===== src/rtl/store_narrow_pkg.sv =====
// Shared store-path definitions: store_op encodings, byte-enable constants,
// buffer state encodings. Used by the store narrower, load extender, decoder.
package store_narrow_pkg;

   localparam int unsigned DATA_W = 32;
   localparam int unsigned BE_W   = 4;
   localparam int unsigned OP_W   = 2;

   localparam logic [OP_W-1:0] SOP_NONE = 2'b00;
   localparam logic [OP_W-1:0] SOP_SB   = 2'b01;
   localparam logic [OP_W-1:0] SOP_SH   = 2'b10;
   localparam logic [OP_W-1:0] SOP_SW   = 2'b11;

   localparam logic [BE_W-1:0] BE_NONE    = 4'b0000;
   localparam logic [BE_W-1:0] BE_BYTE0   = 4'b0001;
   localparam logic [BE_W-1:0] BE_LO_HALF = 4'b0011;
   localparam logic [BE_W-1:0] BE_HI_HALF = 4'b1100;
   localparam logic [BE_W-1:0] BE_WORD    = 4'b1111;

   // Write buffer states: IDLE = empty, FULL = write pending to memory.
   localparam logic [0:0] ST_IDLE = 1'b0;
   localparam logic [0:0] ST_FULL = 1'b1;

endpackage


===== src/rtl/store_narrow_lane_gen.sv =====
// store_lane_gen: combinational byte-lane generator for sb/sh/sw.
// Ports:
//   store_op  - 2-bit store opcode (SOP_*)
//   byte_off  - addr[1:0], byte offset within the word
//   wdata     - full rt register value
//   be        - byte enables, bit i covers lane_data[8i+7:8i]
//   lane_data - data replicated into every lane the op can address
//   misalign  - store violates its natural alignment
module store_lane_gen
   import store_narrow_pkg::*;
(
   input  logic [OP_W-1:0]   store_op,
   input  logic [1:0]        byte_off,
   input  logic [DATA_W-1:0] wdata,
   output logic [BE_W-1:0]   be,
   output logic [DATA_W-1:0] lane_data,
   output logic              misalign
);

   // Little-endian narrowing; replication lets memory ignore the offset.
   always_comb begin
      be        = BE_NONE;
      lane_data = '0;
      misalign  = 1'b0;
      case (store_op)
         SOP_SB: begin
            be        = BE_W'(BE_BYTE0 << byte_off);
            lane_data = {4{wdata[7:0]}};
         end
         SOP_SH: begin
            be        = byte_off[1] ? BE_HI_HALF : BE_LO_HALF;
            lane_data = {2{wdata[15:0]}};
            misalign  = byte_off[0];
         end
         SOP_SW: begin
            be        = BE_WORD;
            lane_data = wdata;
            misalign  = (byte_off != 2'b00);
         end
         default: begin
            be        = BE_NONE;
            lane_data = '0;
            misalign  = 1'b0;
         end
      endcase
   end

endmodule


===== src/rtl/store_narrow.sv =====
// store_narrow: MEM-stage store narrowing with a one-entry valid/ready write
// buffer toward data memory and AdES detection for misaligned stores.
// Ports:
//   clk, reset         - clock (rising edge), async active-high reset
//   req_valid/ready    - pipeline store request handshake
//   store_op, addr     - store type and byte address
//   wdata              - rt register value
//   mem_valid/ready    - memory write handshake
//   mem_addr/be/wdata  - word-aligned address, byte enables, lane data
//   ades, badvaddr     - misaligned-store pulse and faulting address
module store_narrow
   import store_narrow_pkg::*;
#(
   parameter int unsigned ADDR_W = 32
)(
   input  logic              clk,
   input  logic              reset,
   input  logic              req_valid,
   output logic              req_ready,
   input  logic [OP_W-1:0]   store_op,
   input  logic [ADDR_W-1:0] addr,
   input  logic [DATA_W-1:0] wdata,
   output logic              mem_valid,
   input  logic              mem_ready,
   output logic [ADDR_W-1:0] mem_addr,
   output logic [BE_W-1:0]   mem_be,
   output logic [DATA_W-1:0] mem_wdata,
   output logic              ades,
   output logic [ADDR_W-1:0] badvaddr
);

   logic [0:0]        state, state_nxt;
   logic [ADDR_W-1:0] mem_addr_nxt, badvaddr_nxt;
   logic [BE_W-1:0]   mem_be_nxt;
   logic [DATA_W-1:0] mem_wdata_nxt;
   logic              ades_nxt;

   logic [BE_W-1:0]   lane_be;
   logic [DATA_W-1:0] lane_data;
   logic              misalign;
   logic              accept, load, reject;

   store_lane_gen u_lane_gen (
      .store_op  (store_op),
      .byte_off  (addr[1:0]),
      .wdata     (wdata),
      .be        (lane_be),
      .lane_data (lane_data),
      .misalign  (misalign)
   );

   // Pass-through ready: a draining buffer can take a new entry the same edge.
   assign req_ready = (state == ST_IDLE) || mem_ready;
   assign accept    = req_valid && req_ready && (store_op != SOP_NONE);
   assign load      = accept && !misalign;
   assign reject    = accept && misalign;
   assign mem_valid = (state == ST_FULL);

   // Next-state and buffer/exception register inputs.
   always_comb begin
      state_nxt     = state;
      mem_addr_nxt  = mem_addr;
      mem_be_nxt    = mem_be;
      mem_wdata_nxt = mem_wdata;
      ades_nxt      = reject;
      badvaddr_nxt  = reject ? addr : badvaddr;

      case (state)
         ST_IDLE: begin
            if (load) begin
               state_nxt = ST_FULL;
            end
         end
         ST_FULL: begin
            // Without mem_ready, req_ready is low so nothing is loaded: hold.
            if (mem_ready && !load) begin
               state_nxt  = ST_IDLE;
               mem_be_nxt = BE_NONE;
            end
         end
         default: state_nxt = ST_IDLE;
      endcase

      if (load) begin
         mem_addr_nxt  = {addr[ADDR_W-1:2], 2'b00};
         mem_be_nxt    = lane_be;
         mem_wdata_nxt = lane_data;
      end
   end

   // State and output registers.
   always_ff @(posedge clk or posedge reset) begin
      if (reset) begin
         state     <= ST_IDLE;
         mem_addr  <= '0;
         mem_be    <= BE_NONE;
         mem_wdata <= '0;
         ades      <= 1'b0;
         badvaddr  <= '0;
      end else begin
         state     <= state_nxt;
         mem_addr  <= mem_addr_nxt;
         mem_be    <= mem_be_nxt;
         mem_wdata <= mem_wdata_nxt;
         ades      <= ades_nxt;
         badvaddr  <= badvaddr_nxt;
      end
   end

endmodule


===== config.mk =====
export PLATFORM = sky130hd
export DESIGN_NAME = store_narrow
export DESIGN_NICKNAME = d
export VERILOG_FILES = /design/src/rtl/store_narrow_pkg.sv /design/src/rtl/store_narrow_lane_gen.sv /design/src/rtl/store_narrow.sv
export SDC_FILE = /design/constraint.sdc
export NUM_CORES = 1
export LEC_CHECK = 0
export ABC_AREA = 0
export BUFFER_PORTS_ARGS = -buffer_cell sky130_fd_sc_hd__buf_2
export CAP_MARGIN = 20
export CORE_ASPECT_RATIO = 1.5
export CORE_MARGIN = 2
export CORE_UTILIZATION = 44
export DETAILED_ROUTE_END_ITERATION = 8
export PLACE_DENSITY = 0.76
export REMOVE_ABC_BUFFERS = 1
export SLEW_MARGIN = 25
export SYNTH_ARGS = -nofsm -noshare
export SYNTH_HDL_FRONTEND = slang
export SYNTH_SLANG_ARGS = --single-unit

===== constraint.sdc =====
create_clock -name clk -period 2.7 [get_ports clk]
set_input_delay 0.135 -clock clk [delete_from_list [all_inputs] [get_ports clk]]
set_output_delay 0.135 -clock clk [all_outputs]
set_load 0.05 [all_outputs]

* Word level (Yosys, flattened, before mapping) *
Cells that the tools add are included.

word-level totals
  bits in registers = 100
  bits in latches = 0
  bits in writable memories = 0
  memory bits (read-only) = 0
  bits of input ports = 70
  output and inout bits = 103
  logic and storage cells = 34
  memories = 0

cells by class
  add/subtract/negate cells = 0
  multiply operators = 0
  divide/modulo/power cells = 0
  $lt $le $gt $ge = 0
  equal/unequal tests = 3
  shifts and indexed selects = 1
  multiplexer cells = 10
  bitwise gates (word level) = 1
  reduce and logical (&&, ||, !) cells = 13

operators by type and width
  cell                 count
  $pmux 32 s3          1
  $mux 4               4
  $pmux 4 s3           1
  $reduce_bool 2->1    4
  $logic_and 1x1->1    5
  $eq 2x2->1 const B   2
  $pmux 1 s2           2
  $shl 1x2->4 const A  1
  $eq 2x1->1 const B   1
  $logic_not 1->1      2
  $mux 1               2
  $reduce_and 2->1     1
  $logic_or 1x1->1     1
  $not 1->1            1

* Longest topological paths before layout *
  depth after elaboration = 10
  gate-level depth with buffers = 7
  mapped depth without buffers = 4

* By module *
From an unflattened synthesis, not the netlist that was laid out.

unflattened totals
  cells, all modules = 296
  area, all modules = 4326.6 um^2

modules (own cells, without submodules)
  module          instances  cells an instance  area each (um^2)  sequential area each (um^2)
  store_narrow    1          228                3801.1            2502.4
  store_lane_gen  1          68                 525.5             0.0

* Worst setup path before layout *
OpenSTA, ideal clock, no wires.

  path kind = reg2reg
  start = register state, in the netlist mem_valid
  end = register badvaddr[10]
  setup time = 0.125 ns
  data arrival time = 1.884 ns
  required time = 2.575 ns
  setup slack = 0.691 ns
  stages on the path, launching flop included = 8
  buffers on the path = 3
  clock period less this slack = 2.009 ns
  cells stage by stage = dfrtp_1 > nand2b_1 > buf_6 > nand2_4 > or3_1 > buf_6 > buf_12 > mux2_4

between the ends
  word-level cells in the longest chain between the ends = 5

RTL lines
  element                         RTL line             RTL
  from (decl)                     store_narrow.sv:32   logic [0:0] state, state_nxt;
  from (signal assigned)          store_narrow.sv:101  state <= state_nxt;
  $not 1->1                       -
  $logic_or 1x1->1                store_narrow.sv:53   assign req_ready = (state == ST_IDLE) || mem_ready;
  via req_ready                   store_narrow.sv:19   output logic req_ready,
  $logic_and 1x1->1 (2 in a row)  store_narrow.sv:54   assign accept = req_valid && req_ready && (store_op != SOP_NONE);
  $logic_and 1x1->1               store_narrow.sv:56   assign reject = accept && misalign;
  to (signal assigned)            store_narrow.sv:106  badvaddr <= badvaddr_nxt;
  to (decl)                       store_narrow.sv:29   output logic [ADDR_W-1:0] badvaddr

The timed path passes the listed nets, and every way through them passes these cells.
A chain may end at the register's enable or synchronous reset.

* Worst setup path in the final report *
  start = register state, in the netlist mem_valid
  end = register badvaddr[18]

between the ends
  word-level cells in the longest chain between the ends = 5

RTL lines
  element                         RTL line
  $not 1->1                       -
  $logic_or 1x1->1                store_narrow.sv:53
  $logic_and 1x1->1 (2 in a row)  store_narrow.sv:54
  $logic_and 1x1->1               store_narrow.sv:56

No other way between the ends.

==> flow_results.xml <==
<?xml version="1.0" encoding="UTF-8"?>
<metrics>
  <group name="floorplanning">
    <metric name="die-width" unit="µm">85.3</metric>
    <metric name="top_level_ports" unit="">173</metric>
    <metric name="initial_utilization" unit="%">45.0</metric>
    <metric name="dieArea" unit="µm²">10700</metric>
    <metric name="vertical_extent_of_the_die" unit="µm">126</metric>
    <metric name="floorplan.core_area" unit="µm²">9690</metric>
    <metric name="rows" unit="">44</metric>
  </group>
  <group name="logic_synthesis">
    <metric name="post_synth_and_or_nand_nor_area_fraction" unit="%">4.02</metric>
    <metric name="syn_std_cell_area" unit="µm²">4360</metric>
    <metric name="muxShareOfSynthArea" unit="%">24.3</metric>
    <metric name="synth_area_leaders" unit="">sky130_fd_sc_hd__dfrtp_1 (57%), sky130_fd_sc_hd__mux2_2 (11%), sky130_fd_sc_hd__mux2_4 (10%)</metric>
    <metric name="yosys_register_bits" unit="">100</metric>
    <metric name="ys_types" unit="">39</metric>
    <metric name="most_frequent_cell_after_synthesis" unit="">sky130_fd_sc_hd__dfrtp_1</metric>
    <metric name="synth_adder_area_share" unit="%">0</metric>
    <metric name="synth_xor_xnor_area_share" unit="%">0.201</metric>
    <metric name="synth_top_area_share" unit="%">57.4</metric>
    <metric name="synth_compound_gate_area_share" unit="%">9.45</metric>
    <metric name="postSynthAreaPerCell" unit="µm²">13.8</metric>
    <metric name="seq_area_frac_synth" unit="%">57.4</metric>
    <metric name="yosys_warnings" unit="">0</metric>
    <metric name="asyncSetResetFlopFracSynth" unit="%">100</metric>
    <metric name="list_of_most_frequent_post_synthesis_cells" unit="">sky130_fd_sc_hd__dfrtp_1 (100), sky130_fd_sc_hd__mux2_2 (42), sky130_fd_sc_hd__mux2_4 (29)</metric>
    <metric name="netlist.top_cell.by_area" unit="">sky130_fd_sc_hd__dfrtp_1</metric>
    <metric name="synth_top_family_by_area" unit="">multiplexers</metric>
    <metric name="netlist_instances" unit="">316</metric>
    <metric name="dominantRegCellSynth" unit="">sky130_fd_sc_hd__dfrtp_1</metric>
    <metric name="synth_enable_flop_cells" unit="">0</metric>
  </group>
  <group name="clock_tree">
    <metric name="numCtsBuffers" unit="">9</metric>
    <metric name="cts_max_path_bufs" unit="">2</metric>
    <metric name="tritoncts_num_sinks" unit="">100</metric>
    <metric name="cts-resized-gates" unit="">0</metric>
    <metric name="root_buffer" unit="">sky130_fd_sc_hd__clkbuf_16</metric>
    <metric name="clock_tree_from_tritoncts" unit="">yes</metric>
    <metric name="cts.clk_slew.worst_paths" unit="ns">0.07</metric>
    <metric name="clkLatencyLatePin" unit="ns">0.34</metric>
    <metric name="h-tree-depth" unit="">3</metric>
  </group>
  <group name="placed_design">
    <metric name="globalplace.congestion" unit="">0.785</metric>
    <metric name="count_of_port_buffers_added_during_placement" unit="">170</metric>
    <metric name="placedInstanceArea" unit="µm²">5270</metric>
    <metric name="place.detailed.hpwl" unit="mm">7.37</metric>
    <metric name="place_ws" unit="ns">0.662</metric>
  </group>
  <group name="routing">
    <metric name="route.antenna.remaining_nets" unit="">0</metric>
    <metric name="drtIter0Drc" unit="">126</metric>
    <metric name="via_count" unit="">3144</metric>
    <metric name="length_of_the_first_detailed_routing_pass_in_iterations" unit="">5</metric>
    <metric name="dr_vias_cell" unit="">5.25</metric>
    <metric name="wl_per_cell" unit="µm">16.9</metric>
    <metric name="detail_route.wirelength" unit="mm">10.1</metric>
    <metric name="drt_drc_violations_left" unit="">0</metric>
  </group>
  <group name="power">
    <metric name="pwr_density_cell" unit="nW/µm²">975</metric>
    <metric name="power.ir.vdd_worst" unit="µV">620</metric>
    <metric name="post_route_total_power" unit="mW">5.41</metric>
    <metric name="p_leak" unit="nW">2.91</metric>
  </group>
  <group name="timing">
    <metric name="rsz0062_at_grt" unit="">no</metric>
    <metric name="timing.setup.tns" unit="ns">0</metric>
    <metric name="setup_slack" unit="ns">0.637</metric>
    <metric name="fin_crit_sh" unit="%">76.4</metric>
    <metric name="finClkSkew" unit="ns">0.00720</metric>
    <metric name="drv_slew" unit="">0</metric>
    <metric name="top_achievable_clock_speed" unit="MHz">485</metric>
    <metric name="fin_worst_hold_slack" unit="ns">0.0393</metric>
    <metric name="hold_viol" unit="">0</metric>
    <metric name="slew-limit-headroom" unit="%">55.8</metric>
    <metric name="setup_viol" unit="">0</metric>
    <metric name="finalCriticalPeriod" unit="ns">2.06</metric>
    <metric name="worstMarginPinSlew" unit="ns">0.662</metric>
  </group>
  <group name="global_route">
    <metric name="grt_max_degree" unit="">54</metric>
    <metric name="met2_usage" unit="%">32.3</metric>
    <metric name="grt_util_met1" unit="%">23.1</metric>
    <metric name="grt_usage" unit="%">19.2</metric>
    <metric name="busiest_layer" unit="">met2</metric>
    <metric name="first_pass_grt_wire_length" unit="mm">16.3</metric>
    <metric name="grt-ovfl-total" unit="">0</metric>
    <metric name="via_count_of_the_first_global_routing_pass" unit="">3307</metric>
    <metric name="antenna_found_initial" unit="">0</metric>
    <metric name="met3_layer_usage_reported_by_global_route" unit="%">4.78</metric>
  </group>
  <group name="worst_setup_path">
    <metric name="worst_setup_end_kind" unit="">flip-flop</metric>
    <metric name="timing.reg2reg.setup_slack" unit="ns">0.64</metric>
    <metric name="worst_setup_path_start_kind" unit="">flip-flop</metric>
    <metric name="crit_path_top_delay_cell" unit="">sky130_fd_sc_hd__or3_2</metric>
    <metric name="critical_path.max_fanout" unit="">33</metric>
    <metric name="reg2regPathDepth" unit="">5</metric>
    <metric name="worst_path_largest_cell_delay" unit="ns">0.43</metric>
    <metric name="arrival_time_of_data_at_the_critical_path_endpoint" unit="ns">2.28</metric>
    <metric name="buffering_stage_count_on_the_worst_path_with_inverters_included" unit="">1</metric>
    <metric name="reg2reg_from" unit="">mem_valid</metric>
    <metric name="cp_top_family" unit="">simple AND/OR/NAND/NOR gates</metric>
    <metric name="cp_data_required_time" unit="ns">2.92</metric>
    <metric name="setup.worst_path.class" unit="">reg -&gt; reg</metric>
    <metric name="cp_cell_sequence" unit="">nand2b_1 -&gt; nand2_4 -&gt; or3_2 -&gt; buf_4 -&gt; mux2_4</metric>
    <metric name="worst_r2r_endpoint" unit="">badvaddr[18]</metric>
  </group>
  <group name="finish">
    <metric name="multiInputGateArea" unit="µm²">1670</metric>
    <metric name="layout-drive-gt1-share" unit="%">55.6</metric>
    <metric name="layout.filler_cells" unit="">837</metric>
    <metric name="post-route-cell-area" unit="µm²">5550</metric>
    <metric name="final_nets" unit="">551</metric>
    <metric name="insertedDiodeCount" unit="">0</metric>
    <metric name="seq_area" unit="µm²">2500</metric>
    <metric name="area.growth.synth_to_final" unit="%">27.3</metric>
  </group>
  <group name="outcome">
    <metric name="result_of_the_run" unit="">complete, no violations</metric>
  </group>
  <group name="worst_hold_path">
    <metric name="hold_start" unit="">addr[15]</metric>
    <metric name="worstHoldEndpoint" unit="">badvaddr[15]</metric>
    <metric name="worstHoldPathType" unit="">in -&gt; reg</metric>
    <metric name="worst_hold_path.num_cells" unit="">2</metric>
  </group>
  <group name="run">
    <metric name="maxcap_viol_count" unit="">0</metric>
  </group>
</metrics>
-- routing by layer --
layer / vias up / wire length [µm]
met1: 1552 / 3960
met4: 0 / 310
met5: - / 0
met2: 123 / 5260
met3: 21 / 618
li1: 1448 / -
-- metrics by stage --
stage / util (%) / instances
after floorplan: - / 292
after global placement: 54.4 / 584
after detailed placement: 54.4 / 584
after CTS: 57.3 / 599
after global routing: 57.3 / 599
final: 57.3 / 599
-- layout make-up --
type	count	area share, %
clock inverters	3	0.722
repair buffers	178	16.9
inverters	4	0.316
well taps	115	2.59
clock buffers	11	4.19
flip-flops and latches	100	45.1
multi-input cells	188	30.2
-- worst max-delay path by stage --
stage | from | to | depth (start not counted)
after floorplan | mem_valid | mem_addr[10] | 3
after global placement | mem_valid | badvaddr[18] | 5
after detailed placement | mem_valid | badvaddr[18] | 5
after CTS | mem_valid | badvaddr[18] | 5
after global routing | mem_valid | badvaddr[16] | 5
final | mem_valid | badvaddr[18] | 5
-- state kept, by name, indices dropped and copies added, names as in the netlist --
signal	count
ades	1
mem_wdata	32
mem_be	4
mem_addr	30
mem_valid	1
badvaddr	32
-- power by group --
group | internal [mW] | leakage [nW] | switching [mW]
clock network | 0.706 | 0.135 | 0.522
logic | 0.595 | 1.57 | 1.58
registers | 1.83 | 1.20 | 0.179
total | 3.13 | 2.91 | 2.28
-- cell families after synthesis --
group           count (synthesis)
flops                         100
mux                            86
compound gates                 61
simple gates                   38
buf+inv                        29
xor+xnor                        1
other cells                     1
-- cells in the final DEF, fill, tap and decap left out, types with 2 or more instances in the layout --
cell type,netlist,final
sky130_fd_sc_hd__buf_12,3,2
sky130_fd_sc_hd__nor2_1,2,2
sky130_fd_sc_hd__a21boi_0,2,2
sky130_fd_sc_hd__buf_2,14,170
sky130_fd_sc_hd__clkbuf_1,4,2
sky130_fd_sc_hd__and3_1,2,2
sky130_fd_sc_hd__a22oi_1,7,7
sky130_fd_sc_hd__a21o_1,7,7
sky130_fd_sc_hd__o31ai_1,2,2
sky130_fd_sc_hd__buf_4,2,5
sky130_fd_sc_hd__nand3_1,4,4
sky130_fd_sc_hd__a211oi_1,7,7
sky130_fd_sc_hd__dfrtp_1,100,100
sky130_fd_sc_hd__nand2_1,23,23
sky130_fd_sc_hd__conb_1,1,2
sky130_fd_sc_hd__mux2_2,42,42
sky130_fd_sc_hd__o21ai_0,18,18
sky130_fd_sc_hd__clkbuf_16,0,9
sky130_fd_sc_hd__mux2_4,29,29
sky130_fd_sc_hd__a21oi_1,9,9
sky130_fd_sc_hd__clkinv_2,0,2
sky130_fd_sc_hd__inv_1,3,2
sky130_fd_sc_hd__nand2b_1,2,2
sky130_fd_sc_hd__mux2i_1,15,15
-- repair_timing --
item                      4_1_cts  5_1_grt
hold buffers                    1        0
hold endpoints to repair       47        0
setup buffers                   0        0
Power figures use the tool's default switching activity.
